===== config.mk =====
export PLATFORM = sky130hd
export DESIGN_NAME = if_fetch_flat
export DESIGN_NICKNAME = d
export VERILOG_FILES = /design/src/rtl/if_fetch_if.sv /design/src/rtl/if_fetch.sv /design/src/flat_wrapper.sv
export SDC_FILE = /design/constraint.sdc
export NUM_CORES = 1
export LEC_CHECK = 0
export BUFFER_PORTS_ARGS = -buffer_cell sky130_fd_sc_hd__buf_2
export CORE_MARGIN = 10
export CORE_UTILIZATION = 54
export DETAILED_ROUTE_END_ITERATION = 10
export GPL_ROUTABILITY_DRIVEN = 0
export PLACE_DENSITY = 0.8
export REMOVE_ABC_BUFFERS = 1
export SYNTH_ARGS = -nofsm -noshare
export SYNTH_HDL_FRONTEND = slang
export SYNTH_SLANG_ARGS = --single-unit

===== constraint.sdc =====
create_clock -name clk -period 2.6 [get_ports clk]
set_clock_uncertainty 0.1 [all_clocks]
set_input_delay 0.26 -clock clk [delete_from_list [all_inputs] [get_ports clk]]
set_output_delay 0.26 -clock clk [all_outputs]
set_load 0.01 [all_outputs]

===== src/rtl/if_fetch_if.sv =====
// if_fetch_if: memory request/response and decode-side signals of the fetch stage.
interface if_fetch_if;
  logic        br;
  logic [31:0] br_addr;
  logic        stall;
  logic        mem_req;
  logic [31:0] mem_addr;
  logic        mem_rvalid;
  logic [31:0] mem_rdata;
  logic        id_valid;
  logic [31:0] id_pc;
  logic [31:0] id_inst;
  modport master (
    input  br, br_addr, stall, mem_rvalid, mem_rdata,
    output mem_req, mem_addr, id_valid, id_pc, id_inst
  );
  modport slave (
    output br, br_addr, stall, mem_rvalid, mem_rdata,
    input  mem_req, mem_addr, id_valid, id_pc, id_inst
  );
endinterface


===== src/rtl/if_fetch.sv =====
// if_fetch: single-outstanding instruction fetch with redirect, stall and a one-entry hold buffer.
module if_fetch #(
  parameter logic [31:0] RESET_PC = 32'h0000_0000
) (
  input logic        clk,
  input logic        rst,
  if_fetch_if.master bus
);
  typedef enum logic [2:0] {IDLE, ISSUE, WAIT, HOLD, DISCARD} state_t;
  state_t      state_q, state_d;
  logic [31:0] pc_q, pc_d;
  logic        id_valid_q, id_valid_d;
  logic [31:0] id_pc_q, id_pc_d;
  logic [31:0] id_inst_q, id_inst_d;
  logic [31:0] hb_pc_q, hb_pc_d;
  logic [31:0] hb_inst_q, hb_inst_d;
  logic        busy, br_ok, req, rsp, dlv_mem, dlv_hb, cap;
  // a redirect only counts when decode is consuming the instruction it refers to
  assign busy    = id_valid_q && bus.stall;
  assign br_ok   = bus.br && id_valid_q && !bus.stall;
  assign req     = (state_q == ISSUE) && !busy;
  assign rsp     = (state_q == WAIT) && bus.mem_rvalid;
  assign dlv_mem = rsp && !br_ok && !busy;
  assign dlv_hb  = (state_q == HOLD) && !bus.stall && !br_ok;
  assign cap     = rsp && !br_ok && busy;
  always_ff @(posedge clk or negedge rst) begin
    if (!rst) state_q <= IDLE;
    else      state_q <= state_d;
  end
  always_comb begin
    state_d = state_q;
    case (state_q)
      IDLE:    state_d = ISSUE;
      ISSUE:   state_d = req ? (br_ok ? DISCARD : WAIT) : ISSUE;
      WAIT:    state_d = !bus.mem_rvalid ? (br_ok ? DISCARD : WAIT) : (cap ? HOLD : ISSUE);
      HOLD:    state_d = bus.stall ? HOLD : ISSUE;
      DISCARD: state_d = bus.mem_rvalid ? ISSUE : DISCARD;
      default: state_d = IDLE;
    endcase
  end
  always_comb begin
    pc_d       = br_ok ? {bus.br_addr[31:2], 2'b00} : rsp ? pc_q + 32'd4 : pc_q;
    id_valid_d = dlv_mem || dlv_hb || busy;
    id_pc_d    = dlv_mem ? pc_q : dlv_hb ? hb_pc_q : id_pc_q;
    id_inst_d  = dlv_mem ? bus.mem_rdata : dlv_hb ? hb_inst_q : id_inst_q;
    hb_pc_d    = cap ? pc_q : hb_pc_q;
    hb_inst_d  = cap ? bus.mem_rdata : hb_inst_q;
  end
  always_ff @(posedge clk or negedge rst) begin
    if (!rst) begin
      pc_q       <= RESET_PC;
      id_valid_q <= 1'b0;
      id_pc_q    <= '0;
      id_inst_q  <= '0;
      hb_pc_q    <= '0;
      hb_inst_q  <= '0;
    end else begin
      pc_q       <= pc_d;
      id_valid_q <= id_valid_d;
      id_pc_q    <= id_pc_d;
      id_inst_q  <= id_inst_d;
      hb_pc_q    <= hb_pc_d;
      hb_inst_q  <= hb_inst_d;
    end
  end
  always_comb begin
    bus.mem_req  = req;
    bus.mem_addr = pc_q;
    bus.id_valid = id_valid_q;
    bus.id_pc    = id_pc_q;
    bus.id_inst  = id_inst_q;
  end
endmodule


===== src/flat_wrapper.sv =====
// flat-port wrapper written by rule: the top's interface ports become plain ports
module if_fetch_flat 
#(
  parameter logic [31:0] RESET_PC = 32'h0000_0000
)
  (clk, rst, bus_br, bus_br_addr, bus_stall, bus_mem_rvalid, bus_mem_rdata, bus_mem_req, bus_mem_addr, bus_id_valid, bus_id_pc, bus_id_inst);
  if_fetch_if bus_i ();
  input logic clk;
  input logic rst;
  input wire logic [$bits(bus_i.br)-1:0] bus_br;
  input wire logic [$bits(bus_i.br_addr)-1:0] bus_br_addr;
  input wire logic [$bits(bus_i.stall)-1:0] bus_stall;
  input wire logic [$bits(bus_i.mem_rvalid)-1:0] bus_mem_rvalid;
  input wire logic [$bits(bus_i.mem_rdata)-1:0] bus_mem_rdata;
  output wire logic [$bits(bus_i.mem_req)-1:0] bus_mem_req;
  output wire logic [$bits(bus_i.mem_addr)-1:0] bus_mem_addr;
  output wire logic [$bits(bus_i.id_valid)-1:0] bus_id_valid;
  output wire logic [$bits(bus_i.id_pc)-1:0] bus_id_pc;
  output wire logic [$bits(bus_i.id_inst)-1:0] bus_id_inst;
  assign bus_i.br = bus_br;
  assign bus_i.br_addr = bus_br_addr;
  assign bus_i.stall = bus_stall;
  assign bus_i.mem_rvalid = bus_mem_rvalid;
  assign bus_i.mem_rdata = bus_mem_rdata;
  assign bus_mem_req = bus_i.mem_req;
  assign bus_mem_addr = bus_i.mem_addr;
  assign bus_id_valid = bus_i.id_valid;
  assign bus_id_pc = bus_i.id_pc;
  assign bus_id_inst = bus_i.id_inst;
  if_fetch #(.RESET_PC(RESET_PC)) u_core (.clk(clk), .rst(rst), .bus(bus_i));
endmodule

==> impl_metrics.json <==
{
  "synth_edf_count": 0,
  "powerDensity_mw_per_mm2": 1114,
  "clock-root-buffer": "clkbuf_16",
  "antenna_found_initial": 1,
  "worstPathMaxFanout": 6,
  "insertion_delay_ps": 420,
  "crit_required_ps": 2820,
  "synth_common_cells": "158 x dfrtp_1, 82 x o21ai_0, 66 x inv_1",
  "yosys_warnings": 0,
  "critPathSlowestCell": "or4_4",
  "critPathLaunchType": "register",
  "multi_input_area_mm2": 0.002696,
  "cts_tree": "done",
  "post_cts_buffers": 0,
  "ys.flop_type": "dfrtp_1",
  "drive_gt1_share_pct": 32.29,
  "period_share_pct": 94.95,
  "cpPeakStageDelay_ps": 630,
  "power_frac_clock_pct": 24.1,
  "grt_pass1_vias": 6199,
  "io_buffers": 160,
  "fillers": 937,
  "fmax_mhz": 405.1,
  "die_w_um": 134.5,
  "fin_cells": 1036,
  "synth_seq_cells": 158,
  "synthCells": 656,
  "synth_top_area_cell": "dfrtp_1",
  "switching_power_mw": 3.679,
  "finalSetupTns_ps": 0,
  "drv_cap": 0,
  "sw_frac_of_total_pct": 36.24,
  "coreArea_mm2": 0.01272,
  "seqPwrFrac_pct": 43.1,
  "cts_buffers": 17,
  "worst_pin_slew_ps": 559.6,
  "cts.htree.levels": 4,
  "routedWlPerCell_um": 18.86,
  "path_cells": "ha_1 > nand3_1 > or4_4 > or4_1 > a31oi_1",
  "grt_overflow": 0,
  "via_per_inst": 5.758,
  "max_slew_margin_pct": 62.69,
  "synth_seq_area_share_pct": 55.88,
  "io_pins": 167,
  "outcome": "finished, final reports clean",
  "clk_path_buf_depth": 2,
  "antenna_left": 0,
  "drv_slew": 0,
  "crit_type": "reg2reg",
  "peakVddDrop_uv": 752.3,
  "drc": 0,
  "dieHeight_um": 134.5,
  "arrival_ps": 2690,
  "crit_buf_inv": 0,
  "nets": 921,
  "synthArstFlopShare_pct": 100.0,
  "total_power_mw": 10.15,
  "p_int_mw": 6.472,
  "hold_viol": 0,
  "seq_area_mm2": 0.003954,
  "synth_top_area_share_pct": 55.88,
  "finalSetupViolations": 0,
  "dr.pass1.iters": 5,
  "synth.most_common_cell": "dfrtp_1",
  "hold_class": "in2reg",
  "grt_use_total_pct": 21.58,
  "syn_area_mm2": 0.007076,
  "fin_util_pct": 71.64,
  "dieArea_mm2": 0.01808,
  "drt_iter0_drc": 415,
  "period_needed_ps": 2469,
  "dpl.hpwl_mm": 12.93,
  "dpl.cell_count": 961,
  "cp-end-kind": "register",
  "syn_to_final_growth_pct": 28.81,
  "rsz0062_at_grt": "no",
  "synthTopCellsByArea": "dfrtp_1 56%, mux2_2 9.9%, a22oi_1 6.6%",
  "grt_pass1_wl_mm": 31.91,
  "cpLargestDelayFamily": "simple AND/OR/NAND/NOR gates",
  "start_util_pct": 55.62,
  "grt_max_degree": 60,
  "postSynthAreaPerCell_um2": 10.79,
  "cts_sinks": 158,
  "clk_pin_slew_ps": 60,
  "rows": 41,
  "power.leakage_nw": 4.217,
  "num_antenna_cells": 0,
  "ys_types": 41,
  "wl_mm": 19.54,
  "vias": 5965,
  "combPwrFrac_pct": 32.9
}
==> power by group through the flow <==
stage               Sequential, mW  Combinational, mW  Clock (mW)
finish                        4.37               3.34        2.44
global route                  4.53               3.72        2.58
CTS                           4.35               3.37        2.47
detailed placement            4.38               3.29           0
global placement              4.28               3.17           0
floorplan                     4.51               1.60           0
==> cells in the final DEF (no fill, tap or decap), types with 18 or more instances in the layout <==
cell and n:
inv_1 66, nand2_1 30, nor2_1 22, dlygate4sd3_1 43, a22oi_1 62, dfrtp_1 158
or4_1 18, o21ai_0 82, mux2_2 62, buf_2 159
==> flip-flops by register name (all words and copies together), names as in the netlist <==
signal and count:
u_core.hb_inst_q 32, u_core.bus.id_pc 30, u_core.hb_pc_q 30, u_core.bus.mem_addr 30, u_core.bus.id_inst 32, u_core.bus.id_valid 1, u_core.state_q 3
==> layer usage <==
metal | share of wire, % | vias to the layer above | track usage, % | wire length (µm)
li1 | - | 2735 | - | -
met1 | 42 | 2970 | 26.20 | 8274
met2 | 48 | 228 | 35.95 | 9455
met3 | 7.9 | 30 | 6.380 | 1543
met4 | 1.3 | 2 | 7.195 | 259
met5 | 0.036 | - | 0 | 7
==> per-stage QoR <==
step | worst slack, ps | hold WS [ps] | instance area, µm²
after detailed placement | 198.4 | 177.6 | 8089
after CTS | 102.3 | 0.04680 | 9110
final | 131.3 | 14.16 | 9114
after global routing | 50.54 | 6.053 | 9114
after floorplan | -3772 | -135.6 | 6864
after global placement | 289.2 | 164.7 | 8089
==> worst paths after layout <==
check                                       startpoint                      end  slack (ps)  cells past startpoint
worst max-delay path            u_core.bus.mem_addr[2]  u_core.bus.mem_addr[28]         130                      5
min in group asynchronous                          rst   u_core.bus.id_inst[31]         310                      2
worst min register to register      u_core.hb_pc_q[22]     u_core.bus.id_pc[22]         400                      2
max in group asynchronous                          rst   u_core.bus.id_inst[26]        1300                      3
worst max register to register  u_core.bus.mem_addr[2]  u_core.bus.mem_addr[28]         130                      5
worst min-delay path                   bus_br_addr[16]  u_core.bus.mem_addr[16]          10                      3
==> worst register-to-register path, cell delays in order (launching register included) <==
cell     delay [ps]
dfrtp_1         470
ha_1            240
nand3_1         200
or4_4           630
or4_1           490
a31oi_1         240
==> timing repair <==
item | 4_1_cts | 5_1_grt
hold buffers | 43 | 0
endpoints found under the setup margin | 0 | 1
resized for setup | 0 | 1
hold endpoints to repair | 107 | 0
==> cell type report <==
class / count / share of cell area [%]
clock buffer: 24 / 5.615
clock inverter: 8 / 0.8649
timing repair buffer: 221 / 15.47
multi-input combinational: 387 / 29.59
inverter: 66 / 2.718
tap: 172 / 2.361
sequential: 158 / 43.38
==> kinds of logic (layout without fill, tap and decap cells) <==
logic type	count (synthesis)	in the layout	share of synthesized area [%]
buffers and inverters	114	319	6.649
other	1	4	0.05300
AND/OR/NAND/NOR	128	128	10.22
XOR/XNOR	10	10	1.238
flip-flops	158	158	55.88
AO/OA/AOI/OAI	182	182	15.92
multiplexers	62	62	9.867
adder cells (fa/ha/maj)	1	1	0.1768
(Power assumes the default switching activity.)
